### config.mk
export PLATFORM = sky130hd
export DESIGN_NAME = pow_sqm
export DESIGN_NICKNAME = d
export VERILOG_FILES = /design/src/rtl/pow_pkg.sv /design/src/rtl/pow_sqm_mul_shift_add.sv /design/src/rtl/pow_sqm.sv
export SDC_FILE = /design/constraint.sdc
export NUM_CORES = 1
export LEC_CHECK = 0
export ABC_AREA = 1
export BUFFER_PORTS_ARGS = -buffer_cell sky130_fd_sc_hd__buf_2
export CAP_MARGIN = 0
export CORE_ASPECT_RATIO = 0.7
export CORE_MARGIN = 3
export CORE_UTILIZATION = 40
export DETAILED_ROUTE_END_ITERATION = 6
export GPL_TIMING_DRIVEN = 0
export PLACE_DENSITY = 0.55
export SETUP_SLACK_MARGIN = 0.02
export SYNTH_ARGS = -nofsm -noshare
export SYNTH_HDL_FRONTEND = slang
export SYNTH_SLANG_ARGS = --single-unit
export TNS_END_PERCENT = 1
### constraint.sdc
create_clock -name Clk -period 2.55 [get_ports Clk]
set_input_delay 0.765 -clock Clk [delete_from_list [all_inputs] [get_ports Clk]]
set_output_delay 0.765 -clock Clk [all_outputs]
set_load 0.05 [all_outputs]
### src/rtl/pow_pkg.sv
// Shared definitions for the pow_sqm exponentiation unit and its multiplier.
// Holds the controller state enum, the default operand/result widths, and the
// width helper for the multiplier's iteration counter.
package pow_pkg;

  localparam int unsigned POW_A_WIDTH_DEF = 32;
  localparam int unsigned POW_B_WIDTH_DEF = 32;
  localparam int unsigned POW_RW_DEF      = 64;

  typedef enum logic [2:0] {
    IDLE,
    CHECK,
    MUL,
    SQR,
    NEXT,
    DONE
  } pow_state_e;

  // Counter must hold 0 .. rw-1.
  function automatic int unsigned cnt_width(input int unsigned rw);
    return (rw <= 1) ? 1 : $clog2(rw);
  endfunction

endpackage

### src/rtl/pow_sqm_mul_shift_add.sv
// mul_shift_add: sequential shift-add multiplier, one multiplier bit per cycle.
//   Clk, Rst   : clock, synchronous active-high reset (clears all state)
//   start      : load a/b and begin; restarts if asserted while running
//   a, b       : RW-bit operands
//   p          : low RW bits of a*b, valid while done is high
//   done       : one-cycle pulse RW cycles after start is sampled
//   ovf        : high half of the true product is nonzero (valid with done)
// With POW_SQM_OVF_DETECT_EN defined the accumulator is 2*RW bits so overflow
// can be seen; otherwise it is RW bits and ovf is constant 0.
module mul_shift_add
  import pow_pkg::*;
#(
  parameter int unsigned RW = POW_RW_DEF
) (
  input  logic          Clk,
  input  logic          Rst,
  input  logic          start,
  input  logic [RW-1:0] a,
  input  logic [RW-1:0] b,
  output logic [RW-1:0] p,
  output logic          done,
  output logic          ovf
);

  localparam int unsigned CW = cnt_width(RW);
`ifdef POW_SQM_OVF_DETECT_EN
  localparam int unsigned AW = 2 * RW;
`else
  localparam int unsigned AW = RW;
`endif

  logic [AW-1:0] acc;
  logic [AW-1:0] mcand;
  logic [RW-1:0] mplier;
  logic [CW-1:0] cnt;
  logic          run;

  always_ff @(posedge Clk) begin
    if (Rst) begin
      acc    <= '0;
      mcand  <= '0;
      mplier <= '0;
      cnt    <= '0;
      run    <= 1'b0;
      done   <= 1'b0;
    end else begin
      done <= 1'b0;
      if (start) begin
        acc    <= '0;
        mcand  <= AW'(a);
        mplier <= b;
        cnt    <= '0;
        run    <= 1'b1;
      end else if (run) begin
        if (mplier[0]) acc <= acc + mcand;
        mcand  <= mcand << 1;
        mplier <= mplier >> 1;
        cnt    <= cnt + 1'b1;
        // Final iteration: accumulator update and done land on the same edge.
        if (cnt == CW'(RW - 1)) begin
          run  <= 1'b0;
          done <= 1'b1;
        end
      end
    end
  end

  assign p = acc[RW-1:0];

`ifdef POW_SQM_OVF_DETECT_EN
  assign ovf = |acc[AW-1:RW];
`else
  assign ovf = 1'b0;
`endif

endmodule

### src/rtl/pow_sqm.sv
// pow_sqm: R = A^B (mod 2^RW) by LSB-first square-and-multiply.
//   Clk, Rst : clock, synchronous active-high reset
//   start    : request, sampled only while idle; A/B captured on acceptance
//   A, B     : base (A_WIDTH) and exponent (B_WIDTH)
//   R        : result register, held from ack until the next accepted start
//   ack      : one-cycle completion pulse
//   busy     : high from the cycle after acceptance through the ack cycle
//   ovf      : sticky overflow for the current operation, valid with ack
// Optional feature: POW_SQM_OVF_DETECT_EN enables overflow detection in the
// multiplier; without it the multiplier never reports overflow, so ovf stays 0.
module pow_sqm
  import pow_pkg::*;
#(
  parameter int unsigned A_WIDTH = POW_A_WIDTH_DEF,
  parameter int unsigned B_WIDTH = POW_B_WIDTH_DEF,
  parameter int unsigned RW      = POW_RW_DEF
) (
  input  logic               Clk,
  input  logic               Rst,
  input  logic               start,
  input  logic [A_WIDTH-1:0] A,
  input  logic [B_WIDTH-1:0] B,
  output logic [RW-1:0]      R,
  output logic               ack,
  output logic               busy,
  output logic               ovf
);

  pow_state_e state, state_n;

  logic [B_WIDTH-1:0] e;
  logic [B_WIDTH-1:0] e_shr;
  logic [RW-1:0]      xb;
  logic               ovf_q;

  logic               m_start;
  logic [RW-1:0]      m_a;
  logic [RW-1:0]      m_b;
  logic [RW-1:0]      m_p;
  logic               m_done;
  logic               m_ovf;

  assign e_shr = e >> 1;

  mul_shift_add #(.RW(RW)) u_mul (
    .Clk   (Clk),
    .Rst   (Rst),
    .start (m_start),
    .a     (m_a),
    .b     (m_b),
    .p     (m_p),
    .done  (m_done),
    .ovf   (m_ovf)
  );

  always_comb begin
    state_n = state;
    m_start = 1'b0;
    m_a     = R;
    m_b     = xb;
    unique case (state)
      IDLE:  if (start) state_n = CHECK;
      CHECK: begin
        if (e == '0) begin
          state_n = DONE;
        end else if (e[0]) begin
          m_start = 1'b1;
          state_n = MUL;
        end else begin
          state_n = NEXT;
        end
      end
      MUL:   if (m_done) state_n = NEXT;
      // Decision uses the shifted exponent so the final squaring is skipped.
      NEXT: begin
        if (e_shr == '0) begin
          state_n = DONE;
        end else begin
          m_start = 1'b1;
          m_a     = xb;
          state_n = SQR;
        end
      end
      SQR:   if (m_done) state_n = CHECK;
      DONE:  state_n = IDLE;
      default: state_n = IDLE;
    endcase
  end

  always_ff @(posedge Clk) begin
    if (Rst) begin
      state <= IDLE;
      R     <= '0;
      e     <= '0;
      xb    <= '0;
      ovf_q <= 1'b0;
    end else begin
      state <= state_n;
      unique case (state)
        IDLE: begin
          if (start) begin
            e     <= B;
            xb    <= RW'(A);
            R     <= RW'(1);
            ovf_q <= 1'b0;
          end
        end
        MUL: begin
          if (m_done) begin
            R     <= m_p;
            ovf_q <= ovf_q | m_ovf;
          end
        end
        SQR: begin
          if (m_done) begin
            xb    <= m_p;
            ovf_q <= ovf_q | m_ovf;
          end
        end
        NEXT:    e <= e_shr;
        default: ;
      endcase
    end
  end

  assign ack  = (state == DONE);
  assign busy = (state != IDLE);
  assign ovf  = ovf_q;

endmodule

==> flow_metrics.tcl, run 1 <==
set metrics [dict create \
    maxCapViolations 0 \
    num_vias 23800 \
    syn_area_per_cell_um2 6.05 \
    min_from "u_mul.mplier[47]" \
    crit_start "u_mul.p[17]" \
    overflow 0 \
    diodes 0 \
    hold-worst-slack_ns 0.461 \
    root_buffer "clkbuf_16" \
    htreeDepth 2 \
    cts.sinks 363 \
    crit_type "flip-flop to flip-flop" \
    met3_usage_pct 4.21 \
    synthFlopType "dfxtp_1" \
    ant_nets 0 \
    finalCriticalPeriod_ns 2.44 \
    place_ws_ns -0.297 \
    drc 0 \
    grt.busiest_layer "met1" \
    dpl.hpwl_mm 70.7 \
    core_area_um2 54400 \
    synth_edf_count 0 \
    detail_route.first_pass.iterations 6 \
    synth_seq_cells 363 \
    crit_family "simple AND/OR/NAND/NOR gates" \
    min_period_over_period_pct 95.9 \
    start_util_pct 40.9 \
    final-max-slew-violation-count 0 \
    grt_pass1_wl_mm 129 \
    fp.dieH_um 203 \
    wire_per_inst_um 19.1 \
    fin_skew_ns 0.0324 \
    clock_latency_ns 0.56 \
    place_congestion 0.969 \
    crit_path_end_kind "flip-flop" \
    setup_slack_ns 0.105 \
    cts_tree "done" \
    portBuffers 131 \
    cp_slowest_cell "dfxtp_1" \
    finalSetupViolations 0 \
    cpPeakStageDelay_ns 0.41 \
    p_per_area_nw_per_um2 970 \
    worstPathArrival_ns 2.88 \
    area_growth_pct 14.4 \
    design.die.area_um2 58500 \
    synth_nets 3803 \
    synth_warnings 0 \
    yosysSeqAreaShare_pct 32.7 \
    die_w_um 288 \
    ctsHoldBuffers 0 \
    cp_cell_sequence "ha_1, nand2_1, nor2_1, nand2_1, nor2_1, nand2_1, nand3_2, nand3_1, nand3_1, nand3_1, nand2_1, inv_1" \
    met2_usage_pct 41.4 \
    crit_top_cell "nand2_1" \
    power_uw 24700 \
    grt_pass1_vias 20700 \
    vdd_drop_max_uv 610 \
    finalSetupTns_ns 0 \
    first_iter_violations 2682 \
    p_leak_uw 0.0126 \
    status "complete, no violations" \
    avgViaCountPerCell 5.18 \
    postSynthCellCount 3671 \
    drive_gt1_share_pct 9.92 \
    rsz0062_at_grt "true" \
    report.final.hold_viol_count 0 \
    antenna_found_initial 0 \
    nets 3976 \
    synthArstFlopShare_pct 0 \
    min_path_type "flip-flop to flip-flop" \
    rr_startpoint "u_mul.p[17]" \
    drt-total-wl_mm 87.7 \
    use_met1_pct 46.1 \
    grt.total_usage_pct 29.0 \
    critPathBufInv 1 \
    synth_cell_types 43 \
    relSlewSlack_pct 33.2 \
    worstPathMaxFanout 4 \
    boundaryPins 134 \
    grt_max_degree 15 \
    worst_pin_slew_ns 1.00 \
    cp-start-kind "flip-flop" \
    cp.required_ns 2.99 \
    rows 71 \
    max_freq_mhz 409 \
    cts_buffer_depth 3 \
    cts_buffers 38 \
    synth_area_um2 22200 \
    path_clk_slew_ns 0.07 \
]
-- report_power, final --
| part | internal, uW | switching (uW) |
|---|---|---|
| Sequential | 7320 | 1380 |
| Combinational | 2980 | 7350 |
| Clock | 3160 | 2500 |
-- placed cells by master (no fill, tap or decap), drive strengths merged, types with 18 or more instances in the layout --
master,instances
nand2,1235
nand4,111
a211oi,108
clkbuf,167
a31oi,32
ha,64
nand3,142
nor2,380
o21ai,182
inv,576
dfxtp,363
a21oi,218
xnor2,18
buf,208
-- logic make-up (layout without fill, tap and decap cells) --
| kind of cell | after synthesis | after routing | share of synthesized area (%) |
|---|---|---|---|
| flops | 363 | 363 | 32.7 |
| xor+xnor | 25 | 25 | 0.985 |
| compound gates | 557 | 557 | 14.3 |
| buf+inv | 765 | 965 | 13.7 |
| simple gates | 1895 | 1895 | 34.6 |
| other cells | 1 | 1 | 0.0169 |
| fa+ha+maj | 65 | 65 | 3.69 |
-- tightest hold or removal path: stages (launching register included) --
cell and delay [ns]:
dfxtp_1 0.31, nand2_1 0.06, a21oi_1 0.05
-- registers in the layout (all words and copies together) (netlist names), 3 cells and up --
signal        count
u_mul.mplier     64
u_mul.mcand      64
u_mul.p          64
R                64
u_mul.cnt         6
e                32
state             3
m_b              64
-- final timing paths --
| path | slack (ns) | endpoint | cells past startpoint |
|---|---|---|---|
| worst max register to register | 0.11 | u_mul.p[55] | 12 |
| worst min register to register | 0.46 | u_mul.mplier[47] | 2 |
| worst max-delay path | 0.11 | u_mul.p[55] | 12 |
| worst min-delay path | 0.46 | u_mul.mplier[47] | 2 |
-- stage by stage --
step,cell area (um2),util [%],cells
after floorplan,22200,-,3671
after global placement,23800,43.8,4532
after detailed placement,23800,43.8,4532
after CTS,25100,46.2,4600
after global routing,25400,46.8,4601
final,25400,46.8,4601
-- cell usage after synthesis, drive strengths merged (3+ instances only) --
cell	count	area, um2
dfxtp	363	7270
nand2	1235	4650
a21oi	218	1090
o211ai	8	60.1
clkbuf	114	428
nand4	111	694
xor2	7	61.3
a31oi	32	200
a211oi	108	851
xnor2	18	158
buf	76	444
or2	3	18.8
inv	573	2160
nor3	15	75.1
ha	64	801
nor3b	3	27.5
o21ai	182	911
o21bai	7	52.6
nand3	142	723
nor2	380	1470
-- final cells by class --
class | instances | area, um2
Multi-Input combinational cell | 2543 | 12300
Inverter | 575 | 2170
Timing Repair Buffer | 133 | 671
Sequential cell | 363 | 7290
Fill cell | 5935 | 28900
Clock buffer | 52 | 1100
Clock inverter | 15 | 123
Buffer | 190 | 881
Tap cell | 730 | 913
-- timing repair --
item                       4_1_cts  5_1_grt
setup endpoints to repair       28       39
gates resized for setup         22       77
pin swaps                        1        3
buffers inserted                 1        1
-- per-layer routing --
layer	part of all wire, %	wire length [um]
met5	0	0
met2	40	35300
met1	49	43200
met4	1.3	1170
met3	9.1	7990
Power figures use the tool's default switching activity.
==> run 2: changes to the inputs <==
--- a/config.mk
+++ b/config.mk
@@ -7,7 +7,7 @@
 export LEC_CHECK = 0
 export ABC_AREA = 1
 export BUFFER_PORTS_ARGS = -buffer_cell sky130_fd_sc_hd__buf_2
-export CAP_MARGIN = 0
+export CAP_MARGIN = 20
 export CORE_ASPECT_RATIO = 0.7
 export CORE_MARGIN = 3
 export CORE_UTILIZATION = 40
@@ -17,5 +17,6 @@
 export SETUP_SLACK_MARGIN = 0.02
 export SYNTH_ARGS = -nofsm -noshare
 export SYNTH_HDL_FRONTEND = slang
+export SYNTH_HIERARCHICAL = 1
 export SYNTH_SLANG_ARGS = --single-unit
 export TNS_END_PERCENT = 1
==> flow_metrics.tcl, run 2 <==
set metrics [dict create \
    antenna_found_initial 1 \
    fin_skew_ns 0.0243 \
    p_leak_uw 0.0127 \
    die_w_um 283 \
    boundaryPins 134 \
    fill_cells 5682 \
    htreeDepth 2 \
    rows 70 \
    finalCriticalPeriod_ns 2.44 \
    synth_edf_count 0 \
    min_path_type "input port to flip-flop" \
    failed_checks "design-rule violations" \
    mostFrequentLayoutCells "1217 x nand2_1, 578 x inv_1, 343 x dfxtp_1" \
    p_per_area_nw_per_um2 876 \
    status "complete, but fails checks" \
    num_vias 22200 \
    cts_buffers 40 \
    dpl.hpwl_mm 66.7 \
    grt.total_usage_pct 28.4 \
    detail_route.first_pass.iterations 7 \
    core_area_um2 52600 \
    finalSetupViolations 0 \
    synth_area_leader_cell "dfxtp_1" \
    hold-path-cell-count 3 \
    min_to "e[31]" \
    cp.required_ns 2.99 \
    worst_pin_slew_ns 0.988 \
    overflow 0 \
    diodes 0 \
    synth_top_area_share_pct 33.9 \
    vdd_drop_max_uv 572 \
    worstPathMaxFanout 4 \
    synth_area_um2 21500 \
    postSynthCellCount 3494 \
    grt_pass1_wl_mm 122 \
    cp-start-kind "flip-flop" \
    maxCapViolations 0 \
    synth_cell_types 37 \
    fin_util_pct 47.1 \
    drive_gt1_share_pct 11.2 \
    relSlewSlack_pct 33.6 \
    design.die.area_um2 56600 \
    reg2reg_to "u_mul/p[35]" \
    place_ws_ns -1.41 \
    crit_start "u_mul/p[18]" \
    synth_most_common_cell "nand2_1" \
    place_congestion 0.975 \
    drt-total-wl_mm 83.1 \
    ys_top_cells_by_area "dfxtp_1 34%, nand2_1 21%, inv_1 10%" \
    root_buffer "clkbuf_16" \
    synthArstFlopShare_pct 0 \
    synth_warnings 6 \
    nets 3801 \
    drc 5 \
    report.final.hold_viol_count 0 \
    max_freq_mhz 409 \
    synthFlopType "dfxtp_1" \
    setup_slack_ns 0.108 \
    start_util_pct 40.9 \
    clock_latency_ns 0.57 \
    cts.sinks 364 \
    avgViaCountPerCell 5.03 \
    ant_nets 0 \
    crit_type "flip-flop to flip-flop" \
    crit_path_end_kind "flip-flop" \
    portBuffers 133 \
    rrSetupSlack_ns 0.11 \
    r2r_cells 15 \
    rr_startpoint "u_mul/p[18]" \
    synth_common_cells "1220 x nand2_1, 578 x inv_1, 364 x dfxtp_1" \
    wire_per_inst_um 18.8 \
    cts_tree "done" \
    synth_nets 3626 \
    yosysSeqAreaShare_pct 33.9 \
    first_iter_violations 2595 \
    min_from "B[31]" \
    worstPathArrival_ns 2.88 \
    grt_max_degree 20 \
    synth_seq_cells 364 \
    fp.dieH_um 200 \
    layout_commonest_cell "nand2_1" \
    min_period_over_period_pct 95.8 \
    syn_area_per_cell_um2 6.15 \
    path_clk_slew_ns 0.06 \
    final-max-slew-violation-count 0 \
    grt_pass1_vias 19600 \
    cts_buffer_depth 3 \
    rsz0062_at_grt "true" \
    area_growth_pct 15.2 \
]
## run 2: layer usage
metal | global-route usage (%) | part of all wire [%] | up-vias
met2 | 37.2 | 36 | 900
met4 | 6.05 | 1.8 | 0
met3 | 8.00 | 11 | 87
li1 | - | - | 11300
met5 | 0 | 0 | -
met1 | 44.9 | 51 | 9984
## run 2: area by class of cell
type	instances	area, um2	area share, %
flip-flops and latches	364	7310	29.5
plain buffers	156	796	3.21
well taps	720	901	3.64
clock buffers	60	1220	4.92
multi-input cells	2375	11400	46.0
repair buffers	136	688	2.78
inverters	596	2240	9.04
clock inverters	12	225	0.909
## run 2: repair_timing
| action | 4_1_cts | 5_1_grt |
|---|---|---|
| setup buffers | 3 | 0 |
| hold buffers | 0 | 0 |
| pin swaps | 3 | 2 |
| endpoints found under the setup margin | 200 | 153 |
| gates resized for setup | 65 | 43 |
## run 2: how the worst max path moves through the flow
stage	end	slack, ns
2_1_floorplan	u_mul/p[49]	0.24
3_3_place_gp	u_mul/p[48]	-1.46
3_5_place_dp	u_mul/p[52]	-1.41
4_1_cts	u_mul/p[44]	0.0006
5_1_grt	u_mul/mcand[61]	-0.05
6_report	u_mul/p[35]	0.11
## run 2: logic make-up (layout without fill, tap and decap cells)
kind of cell / count (synthesis) / in the layout / share of synthesized area, %
simple gates: 1626 / 1626 / 30.3
buf+inv: 755 / 960 / 13.6
compound gates: 654 / 654 / 17.2
flops: 364 / 364 / 33.9
fa+ha+maj: 65 / 65 / 3.82
xor+xnor: 29 / 29 / 1.18
other cells: 1 / 1 / 0.0174
## run 2: worst max-delay path: stages (launching register included)
cell and delay (ns):
dfxtp_1 0.51, ha_2 0.39, nand2_2 0.15, inv_1 0.05, nand2_1 0.06, nand2_1 0.06
inv_1 0.06, nand2_1 0.07, inv_1 0.07, nand3_2 0.18, nand2_1 0.10, nand2_1 0.16
nand2_1 0.11, nand2_1 0.06, o21bai_1 0.20, inv_1 0.07
## run 2: power by group
part	internal (uW)	switching, uW	total, uW
registers	6620	908	7520
logic	2090	5720	7810
clock network	3830	2540	6360
total	12500	9160	21700
## run 2: metrics by stage
| stage | std cells | hold slack (ns) | total power (uW) | instance area, um2 | setup TNS (ns) |
|---|---|---|---|---|---|
| 2_1_floorplan | 3494 | 0.439 | 12400 | 21500 | 0 |
| 3_3_place_gp | 4347 | 0.455 | 15000 | 23100 | -249.33 |
| 3_5_place_dp | 4347 | 0.456 | 15000 | 23100 | -239.57 |
| 4_1_cts | 4420 | 0.427 | 21600 | 24700 | 0 |
| 5_1_grt | 4419 | 0.451 | 22700 | 24800 | -0.106 |
| 6_report | 4419 | 0.452 | 21700 | 24800 | 0 |
